### src/rtl/alu_arbiter.sv
// Round-robin arbiter sharing one combinational ALU between two requesters.
// Operands are registered, held for ALU_LAT cycles, then the result is captured into a tagged response.
module alu_arbiter #(
    parameter int unsigned ALU_LAT    = 1,
    parameter bit          RESET_PRIO = 1'b0
) (
    input  logic       clk,
    input  logic       rst_n,
    input  logic       r0_valid,
    output logic       r0_ready,
    input  logic [3:0] r0_op,
    input  logic [7:0] r0_a,
    input  logic [7:0] r0_b,
    input  logic       r1_valid,
    output logic       r1_ready,
    input  logic [3:0] r1_op,
    input  logic [7:0] r1_a,
    input  logic [7:0] r1_b,
    output logic       rsp_valid,
    input  logic       rsp_ready,
    output logic       rsp_id,
    output logic [7:0] rsp_result,
    output logic       rsp_cout,
    output logic       rsp_err,
    output logic [3:0] alu_c,
    output logic [7:0] alu_a,
    output logic [7:0] alu_b,
    input  logic [7:0] alu_s,
    input  logic       alu_cout,
    output logic       busy
);

    typedef enum logic [1:0] {IDLE, EXEC, RESP} state_t;

    localparam logic [3:0] CNT_INIT = 4'(ALU_LAT - 1);

    state_t     state_q, state_d;
    logic       ptr_q, ptr_d;
    logic [3:0] cnt_q, cnt_d;
    logic [3:0] c_q, c_d;
    logic [7:0] a_q, a_d;
    logic [7:0] b_q, b_d;
    logic       id_q, id_d;
    logic [7:0] res_q, res_d;
    logic       cout_q, cout_d;
    logic       err_q, err_d;

    logic       gnt_id;
    logic [3:0] sel_op;
    logic [7:0] sel_a;
    logic [7:0] sel_b;

    function automatic logic op_defined(input logic [3:0] op);
        case (op)
            4'h0, 4'h5, 4'hE, 4'hF: return 1'b0;
            default:                return 1'b1;
        endcase
    endfunction

    always_comb begin
        if (r0_valid && r1_valid) gnt_id = ptr_q;
        else                      gnt_id = r1_valid;
        sel_op = gnt_id ? r1_op : r0_op;
        sel_a  = gnt_id ? r1_a  : r0_a;
        sel_b  = gnt_id ? r1_b  : r0_b;
        // Gated by rst_n so every output reads 0 while reset is held.
        r0_ready = rst_n && (state_q == IDLE) && r0_valid && !gnt_id;
        r1_ready = rst_n && (state_q == IDLE) && r1_valid &&  gnt_id;
    end

    always_comb begin
        state_d = state_q;
        ptr_d   = ptr_q;
        cnt_d   = cnt_q;
        c_d     = c_q;
        a_d     = a_q;
        b_d     = b_q;
        id_d    = id_q;
        res_d   = res_q;
        cout_d  = cout_q;
        err_d   = err_q;
        case (state_q)
            IDLE: begin
                if (r0_ready || r1_ready) begin
                    id_d = gnt_id;
                    if (op_defined(sel_op)) begin
                        c_d     = sel_op;
                        a_d     = sel_a;
                        b_d     = sel_op[3] ? 8'h00 : sel_b;
                        cnt_d   = CNT_INIT;
                        state_d = EXEC;
                    end else begin
                        res_d   = '0;
                        cout_d  = 1'b0;
                        err_d   = 1'b1;
                        state_d = RESP;
                    end
                end
            end
            EXEC: begin
                if (cnt_q == 4'd0) begin
                    res_d   = alu_s;
                    cout_d  = alu_cout;
                    err_d   = 1'b0;
                    state_d = RESP;
                end else begin
                    cnt_d = cnt_q - 4'd1;
                end
            end
            RESP: begin
                if (rsp_ready) begin
                    ptr_d   = ~id_q;
                    state_d = IDLE;
                end
            end
            default: state_d = IDLE;
        endcase
    end

    always_ff @(posedge clk or negedge rst_n) begin
        if (!rst_n) begin
            state_q <= IDLE;
            ptr_q   <= RESET_PRIO;
            cnt_q   <= '0;
            c_q     <= '0;
            a_q     <= '0;
            b_q     <= '0;
            id_q    <= 1'b0;
            res_q   <= '0;
            cout_q  <= 1'b0;
            err_q   <= 1'b0;
        end else begin
            state_q <= state_d;
            ptr_q   <= ptr_d;
            cnt_q   <= cnt_d;
            c_q     <= c_d;
            a_q     <= a_d;
            b_q     <= b_d;
            id_q    <= id_d;
            res_q   <= res_d;
            cout_q  <= cout_d;
            err_q   <= err_d;
        end
    end

    assign rsp_valid  = (state_q == RESP);
    assign busy       = (state_q != IDLE);
    assign rsp_id     = id_q;
    assign rsp_result = res_q;
    assign rsp_cout   = cout_q;
    assign rsp_err    = err_q;
    assign alu_c      = c_q;
    assign alu_a      = a_q;
    assign alu_b      = b_q;

endmodule

### config.mk
export PLATFORM = sky130hd
export DESIGN_NAME = alu_arbiter
export DESIGN_NICKNAME = d
export VERILOG_FILES = /design/src/rtl/alu_arbiter.sv
export SDC_FILE = /design/constraint.sdc
export NUM_CORES = 1
export LEC_CHECK = 0
export BUFFER_PORTS_ARGS = -buffer_cell sky130_fd_sc_hd__buf_2
export CAP_MARGIN = 15
export CORE_MARGIN = 3
export CORE_UTILIZATION = 43
export DETAILED_ROUTE_END_ITERATION = 8
export GPL_TIMING_DRIVEN = 0
export PLACE_DENSITY = 0.76
export SKIP_CTS_REPAIR_TIMING = 1
export SLEW_MARGIN = 10
export SYNTH_ARGS = -nofsm -noshare
export SYNTH_HDL_FRONTEND = slang
export SYNTH_SLANG_ARGS = --single-unit
export TNS_END_PERCENT = 30
### constraint.sdc
create_clock -name clk -period 2.7 [get_ports clk]
set_input_delay 0.27 -clock clk [delete_from_list [all_inputs] [get_ports clk]]
set_output_delay 0.27 -clock clk [all_outputs]
set_load 0.02 [all_outputs]
==> results.json, run 1 <==
{
  "status": "completed",
  "p_leak_uw": 0.00130,
  "vias": 1606,
  "syn-num-nets": 221,
  "drv_cap": 0,
  "ys_top_cells_by_count": "dfrtp_1, o21ai_0, mux2i_1",
  "synth_warnings": 0,
  "grtUsageTotal_pct": 17.8,
  "start_util_pct": 47.0,
  "cp.arrival_ns": 1.91,
  "drt_wl_total_um": 4300,
  "dieArea_um2": 5030,
  "muxShareOfSynthArea_pct": 12.8,
  "yosys.area.top_type": "dfrtp_1",
  "ys_types": 33,
  "synth_area_leaders": "dfrtp_1, mux2i_1, o21ai_0",
  "synth_top_area_share_pct": 52.5,
  "async_flop_share_pct": 100,
  "fin_worst_skew_ns": 0.0108,
  "grt_pass1_wl_um": 7120,
  "cts_tree": "done",
  "clockRootBuffer": "clkbuf_8",
  "ys_ff_latch": 38,
  "critical_path_class": "reg2out",
  "clock_sinks": 38,
  "synth_edf_count": 0,
  "die_h_um": 70.9,
  "period_needed_ns": 2.18,
  "area_growth_pct": 32.0,
  "clk_pin_slew_ns": 0.07,
  "fp.dieW_um": 70.9,
  "start_kind": "flop",
  "drv_slew": 0,
  "final-hold-violation-count": 0,
  "rsz0062_at_grt": "false",
  "core_um2": 3850,
  "cts_max_path_buffers": 2,
  "dp_hpwl_um": 3360,
  "rows": 22,
  "ios": 89,
  "gp_congestion": 0.815,
  "yosysSeqAreaShare_pct": 52.5,
  "drive_gt1_share_pct": 40.0,
  "synth_top_family_by_area": "compound AO/OA/AOI/OAI gates",
  "dr.pass1.iters": 4,
  "yosysMostFrequentCell": "dfrtp_1",
  "insertion_delay_ns": 0.28,
  "tightestPinTransition_ns": 0.837,
  "wl_per_cell_um": 14.0,
  "synth-simple-area-share_pct": 4.83,
  "diodes": 0,
  "synthAdderAreaFrac_pct": 1.38,
  "synth_area_per_cell_um2": 11.0,
  "antenna_found_initial": 0,
  "ant_nets": 0,
  "grt_pass1_vias": 1545,
  "routed_via_density": 5.21,
  "pwr_density_cell_nw_per_um2": 1080,
  "htree_levels": 2,
  "routed.top_layer": "met4",
  "path_max_fanout": 10,
  "timing.final.crit_share_pct": 80.8,
  "max_freq_ghz": 0.458,
  "endpoint_kind": "output pin",
  "fill_cells": 341,
  "grt-ovfl-total": 0,
  "required_ns": 2.43,
  "netlist_area_um2": 1810,
  "maxSlewHeadroom_pct": 44.2,
  "setup_viol": 0,
  "port_buffers": 88,
  "synth_cells": 165,
  "ir_worst_vdd_mv": 0.494,
  "hold_class": "in2async",
  "drc": 0,
  "cts_buffers": 5,
  "wl_met3_um": 322,
  "final_nets": 316,
  "wl_met1_um": 1870,
  "synth_compound_area_share_pct": 23.4,
  "drt_iter0_drc": 74,
  "utilization_pct": 62.0,
  "synth-xor-area-share_pct": 0.967,
  "dr_wl_met2_um": 2080,
  "tns_ns": 0,
  "ys.flop_type": "dfrtp_1",
  "grt_max_degree": 40
}
-- power by group --
group	switching (uW)	internal [uW]	total [uW]	leakage (uW)
Combinational	778	469	1250	0.000775
Clock	178	173	351	0.0000438
Sequential	144	830	975	0.000483
-- metal layers --
metal,up-vias,GRT usage [%]
met1,738,23.7
met3,2,5.26
met5,-,0
met4,0,5.01
met2,64,28.2
li1,802,-
-- stage by stage --
| stage | instance area (um^2) | setup WS [ns] | instances | total power [uW] | hold slack (ns) |
|---|---|---|---|---|---|
| 6_report | 2390 | 0.518 | 308 | 2570 | 0.0910 |
| 5_1_grt | 2390 | 0.399 | 308 | 2770 | 0.145 |
| 4_1_cts | 2390 | 0.493 | 308 | 2600 | 0.111 |
| 3_5_place_dp | 2310 | 0.288 | 301 | 2240 | 0.416 |
| 3_3_place_gp | 2310 | 0.303 | 301 | 2210 | 0.408 |
| 2_1_floorplan | 1810 | 0.978 | 165 | 1800 | -0.0256 |
-- flip-flops by register name, indices dropped and copies added (netlist names) --
| register | flops |
|---|---|
| alu_c | 4 |
| rsp_id | 1 |
| alu_a | 8 |
| ptr_q | 1 |
| cnt_q | 4 |
| rsp_cout | 1 |
| alu_b | 8 |
| rsp_err | 1 |
| rsp_result | 8 |
| state_q | 2 |
-- area by class of cell --
type                            count  area (um^2)  share of cell area, %
Timing Repair Buffer               88          440                   18.4
Multi-Input combinational cell    110          786                   32.9
Clock inverter                      2         10.0                  0.419
Sequential cell                    38          951                   39.8
Buffer                             10         48.8                   2.04
Inverter                            7         26.3                   1.10
Tap cell                           48         60.1                   2.51
Clock buffer                        5         68.8                   2.88
-- worst paths after layout --
kind                                                start                         to  slack [ns]  cells after the start
worst min register to register  rsp_result[3]$_DFFE_PN0P_  rsp_result[3]$_DFFE_PN0P_        0.50                      1
worst min-delay path                                rst_n       cnt_q[2]$_DFFE_PN0P_        0.09                      1
worst max register to register       cnt_q[0]$_DFFE_PN0P_        rsp_err$_DFFE_PN0P_        0.76                      6
worst max-delay path                    ptr_q$_DFFE_PN0P_                   r0_ready        0.52                      4
max in group asynchronous                           rst_n       alu_b[6]$_DFFE_PN0P_        2.08                      1
min in group clk                                rsp_ready     state_q[1]$_DFFE_PN0P_        0.19                      2
-- cell families (layout without fill, tap and decap cells) --
kind of cell | after synthesis | count (layout)
buffers and inverters | 17 | 112
multiplexers | 22 | 22
adder cells (fa/ha/maj) | 2 | 2
AO/OA/AOI/OAI | 67 | 67
flip-flops | 38 | 38
XOR/XNOR | 2 | 2
AND/OR/NAND/NOR | 17 | 17
-- layout by cell type, fill, tap and decap left out, types with 2 or more instances in the layout --
master	n
nand3_1	2
nor2_1	4
a31oi_1	2
ha_1	2
o22ai_1	2
buf_2	91
a22o_1	9
nor3b_1	2
o21ai_2	2
clkbuf_1	5
clkinv_2	2
clkbuf_8	5
a21oi_1	5
xor2_1	2
inv_1	7
o21ai_0	30
nand2_1	3
and3_1	2
mux2_4	2
mux2i_1	19
dfrtp_1	38
o31ai_1	11
-- critical path, stage by stage (launching register included) --
cell     delay (ns)
dfrtp_1        0.40
o21ai_2        0.28
buf_1          0.55
and3_1         0.25
buf_2          0.16
(Power assumes the default switching activity.)
==> run 2: changes to the inputs <==
--- a/config.mk
+++ b/config.mk
@@ -8,10 +8,10 @@
 export BUFFER_PORTS_ARGS = -buffer_cell sky130_fd_sc_hd__buf_2
 export CAP_MARGIN = 15
 export CORE_MARGIN = 3
-export CORE_UTILIZATION = 43
+export CORE_UTILIZATION = 41
 export DETAILED_ROUTE_END_ITERATION = 8
 export GPL_TIMING_DRIVEN = 0
-export PLACE_DENSITY = 0.76
+export PLACE_DENSITY = 0.75
 export SKIP_CTS_REPAIR_TIMING = 1
 export SLEW_MARGIN = 10
 export SYNTH_ARGS = -nofsm -noshare
==> constraint.sdc (replaced) <==
create_clock -name clk -period 1.9 [get_ports clk]
set_input_delay 0.19 -clock clk [delete_from_list [all_inputs] [get_ports clk]]
set_output_delay 0.19 -clock clk [all_outputs]
set_load 0.02 [all_outputs]
==> results.json, run 2 (synthesis results as in run 1) <==
{
  "status": "completed",
  "cts_tree": "done",
  "setup_viol": 0,
  "utilization_pct": 59.4,
  "cpPeakStageDelay_ns": 0.42,
  "path_max_fanout": 10,
  "start_kind": "flop",
  "critPathSlowestCell": "dfrtp_1",
  "ir_worst_vdd_mv": 0.625,
  "grt_pass1_wl_um": 7040,
  "p_leak_uw": 0.00133,
  "fin_worst_skew_ns": 0.00329,
  "grt_max_degree": 40,
  "area_growth_pct": 35.8,
  "grt_pass1_vias": 1553,
  "holdWs_ns": 0.118,
  "antenna_found_initial": 0,
  "drive_gt1_share_pct": 42.0,
  "maxSlewHeadroom_pct": 70.1,
  "tns_ns": 0,
  "drv_slew": 0,
  "dp_hpwl_um": 3270,
  "layout_commonest_cell": "buf_2",
  "fp.dieW_um": 72.5,
  "crit_top_cell": "buf_2",
  "dieArea_um2": 5250,
  "clk_pin_slew_ns": 0.07,
  "rows": 23,
  "most-common-layout-cells": "buf_2, dfrtp_1, o21ai_0, mux2i_1, o31ai_1",
  "start_util_pct": 43.7,
  "placedCellCount": 303,
  "worst_slack_ns": 0.0484,
  "drt_iter0_drc": 52,
  "drv_cap": 0,
  "core_um2": 4140,
  "dp_slack_ns": -0.473,
  "final_nets": 317,
  "timing.final.crit_share_pct": 97.5,
  "cts_buffers": 5,
  "htree_levels": 2,
  "instances_no_fill": 312,
  "clockRootBuffer": "clkbuf_8",
  "final-hold-violation-count": 0,
  "ant_nets": 0,
  "clock_sinks": 38,
  "cts_max_path_buffers": 2,
  "drt_wl_total_um": 4480,
  "crit_chain": "o21ai_4 -> buf_2 -> and3_1 -> buf_2",
  "period_needed_ns": 1.85,
  "pwr_density_cell_nw_per_um2": 1530,
  "tightestPinTransition_ns": 0.449,
  "required_ns": 1.71,
  "diodes": 0,
  "vias": 1645,
  "die_h_um": 72.5,
  "endpoint_kind": "output pin",
  "port_buffers": 88,
  "ios": 89,
  "gp_congestion": 0.754,
  "wl_per_cell_um": 14.3,
  "dr.pass1.iters": 4,
  "rr_worst_depth": 5,
  "drc": 0,
  "max_freq_ghz": 0.540,
  "insertion_delay_ns": 0.28,
  "critical_path_class": "reg2out",
  "routed_via_density": 5.27,
  "cp.arrival_ns": 1.66,
  "min_path_cells": 2,
  "grtUsageTotal_pct": 17.2,
  "grt-ovfl-total": 0,
  "hold_class": "in2reg"
}
==> run 2: path summary, 6_finish.rpt <==
path / from / to / slack, ns
max: ptr_q$_DFFE_PN0P_ / r0_ready / 0.05
min: rsp_ready / state_q[1]$_DFFE_PN0P_ / 0.12
max reg2reg: ptr_q$_DFFE_PN0P_ / alu_c[3]$_DFFE_PN0P_ / 0.05
min reg2reg: rsp_result[0]$_DFFE_PN0P_ / rsp_result[0]$_DFFE_PN0P_ / 0.50
max in group asynchronous: rst_n / alu_b[7]$_DFFE_PN0P_ / 1.28
min in group asynchronous: rst_n / rsp_result[0]$_DFFE_PN0P_ / 0.44
==> run 2: area by class of cell <==
cell class	instances	area, um^2
multi-input cells	110	807
well taps	50	62.6
plain buffers	9	46.3
fillers	383	1680
inverters	7	26.3
clock buffers	6	82.6
flip-flops and latches	38	951
repair buffers	90	473
clock inverters	2	12.5
==> run 2: per-stage QoR <==
step	power, uW	area, um^2
4_1_cts	3770	2410
6_report	3760	2460
5_1_grt	4030	2460
3_3_place_gp	3130	2310
2_1_floorplan	2560	1810
3_5_place_dp	3190	2310
==> run 2: power by group <==
group	internal (uW)	switching, uW
clock	291	276
sequential	1180	210
combinational	681	1120
total	2150	1600
==> run 2: critical path: cells and delay by family, from the launching register on <==
kind	cells	cell delay [ns]
AOI/OAI and AO/OA	1	0.25
buffers and inverters	2	0.51
DFF	1	0.42
and+or+nand+nor	1	0.21
==> run 2: per-layer routing <==
layer	vias to the layer above	track usage, %	part of all wire, %
li1	800	-	-
met2	60	26.8	47
met3	4	5.54	8.2
met5	-	0	0
met1	781	22.8	44
met4	0	5.53	1.0
==> run 3: changes to the inputs <==
--- a/config.mk
+++ b/config.mk
@@ -8,10 +8,11 @@
 export BUFFER_PORTS_ARGS = -buffer_cell sky130_fd_sc_hd__buf_2
 export CAP_MARGIN = 15
 export CORE_MARGIN = 3
-export CORE_UTILIZATION = 41
+export CORE_UTILIZATION = 43
+export CTS_BUF_LIST = sky130_fd_sc_hd__clkbuf_8
 export DETAILED_ROUTE_END_ITERATION = 8
 export GPL_TIMING_DRIVEN = 0
-export PLACE_DENSITY = 0.75
+export PLACE_DENSITY = 0.79
 export SKIP_CTS_REPAIR_TIMING = 1
 export SLEW_MARGIN = 10
 export SYNTH_ARGS = -nofsm -noshare
==> results.json, run 3 (synthesis results as in run 1) <==
{
  "maxSlewHeadroom_pct": 71.1,
  "final_nets": 317,
  "ir_worst_vdd_mv": 1.00,
  "layout_commonest_cell": "buf_2",
  "fin_worst_skew_ns": 0.00653,
  "netSwitchingFraction_pct": 40.3,
  "drv_slew": 0,
  "vias": 1650,
  "dp_hpwl_um": 3150,
  "period_needed_ns": 1.85,
  "pwr_density_cell_nw_per_um2": 1600,
  "drt_iter0_drc": 100,
  "seqCellArea_um2": 951,
  "timing.final.crit_share_pct": 97.5,
  "drive_gt1_share_pct": 43.1,
  "diodes": 0,
  "dr.pass1.iters": 4,
  "gr-usage-met1_pct": 24.4,
  "path_buf_inv": 1,
  "ant_nets": 0,
  "drt_wl_total_um": 4380,
  "clock_power_share_pct": 20.3,
  "insertion_delay_ns": 0.29,
  "p_switching_uw": 1620,
  "clk_pin_slew_ns": 0.07,
  "grt-ovfl-total": 0,
  "clockRootBuffer": "clkbuf_8",
  "required_ns": 2.08,
  "crit_chain": "o21ai_4 -> mux2_4 -> or2_1 -> buf_6 -> mux2_4",
  "critical_path_class": "reg2reg",
  "fill_cells": 311,
  "grt_busiest_layer": "met2",
  "pwr-share-comb_pct": 45.1,
  "hold_class": "in2reg",
  "fp.dieW_um": 70.9,
  "grt_pass1_vias": 1575,
  "cp_top_family": "multiplexers",
  "tns_ns": 0,
  "instances_no_fill": 310,
  "holdWs_ns": 0.103,
  "grt_util_met3_pct": 5.40,
  "p_seq_share_pct": 34.6,
  "p_leak_uw": 0.00135,
  "drv_cap": 0,
  "ios": 89,
  "htree_levels": 2,
  "start_util_pct": 47.0,
  "cts_buffers": 5,
  "path_max_fanout": 10,
  "routed_via_density": 5.32,
  "tightestPinTransition_ns": 0.433,
  "max_freq_ghz": 0.540,
  "port_buffers": 88,
  "cts_max_path_buffers": 2,
  "grt_use_met2_pct": 28.4,
  "dp_slack_ns": -0.431,
  "antenna_found_initial": 0,
  "cpPeakStageDelay_ns": 0.41,
  "most-common-layout-cells": "buf_2, dfrtp_1, o21ai_0, mux2i_1, o31ai_1",
  "start_kind": "flop",
  "critPathSlowestCell": "dfrtp_1",
  "final-hold-violation-count": 0,
  "rows": 22,
  "multi_input_area_um2": 817,
  "clock_sinks": 38,
  "endpoint_kind": "flop",
  "worst_slack_ns": 0.0481,
  "grt_max_degree": 40,
  "crit_top_cell": "mux2_4",
  "status": "completed",
  "cp.arrival_ns": 2.03,
  "placedCellCount": 301,
  "grtUsageTotal_pct": 17.9,
  "drc": 0,
  "cellInternalPower_uw": 2390,
  "area_growth_pct": 38.7,
  "core_um2": 3850,
  "setup_viol": 0,
  "cts_tree": "done",
  "die_h_um": 70.9,
  "grt_pass1_wl_um": 7250,
  "dieArea_um2": 5030,
  "gp_congestion": 0.815,
  "wl_per_cell_um": 14.1
}
## run 3: final timing paths
check / from / end / slack [ns] / cells after the start
worst min register to register: rsp_cout$_DFFE_PN0P_ / rsp_cout$_DFFE_PN0P_ / 0.50 / 1
worst min-delay path: rsp_ready / state_q[1]$_DFFE_PN0P_ / 0.10 / 2
min in group asynchronous: rst_n / alu_a[4]$_DFFE_PN0P_ / 0.42 / 3
worst max-delay path: ptr_q$_DFFE_PN0P_ / alu_c[3]$_DFFE_PN0P_ / 0.05 / 5
max in group asynchronous: rst_n / alu_c[1]$_DFFE_PN0P_ / 1.30 / 3
worst max register to register: ptr_q$_DFFE_PN0P_ / alu_c[3]$_DFFE_PN0P_ / 0.05 / 5
## run 3: power by group through the flow
stage / sequential [uW] / clock (uW) / combinational [uW]
finish: 1390 / 814 / 1810
floorplan: 1750 / 0 / 806
global route: 1440 / 853 / 2000
detailed placement: 1390 / 0 / 1770
global placement: 1380 / 0 / 1750
CTS: 1380 / 826 / 1790
## run 3: area by class of cell
cell class / instances / share of cell area, %
clock buffers: 5 / 2.74
repair buffers: 90 / 18.8
flip-flops and latches: 38 / 37.8
multi-input cells: 110 / 32.5
well taps: 48 / 2.39
plain buffers: 9 / 1.89
inverters: 7 / 1.05
clock inverters: 3 / 2.74
## run 3: layer usage
layer  vias up  wire length (um)
met5         -                 0
li1        801                 -
met4         0                37
met3         5               380
met2        69              2050
met1       775              1910
## run 3: stage by stage
| stage | area (um^2) | power, uW | util, % |
|---|---|---|---|
| floorplan | 1810 | 2560 | - |
| global placement | 2310 | 3130 | 60.0 |
| detailed placement | 2310 | 3160 | 60.0 |
| CTS | 2450 | 4000 | 63.6 |
| global route | 2510 | 4290 | 65.2 |
| finish | 2510 | 4010 | 65.2 |
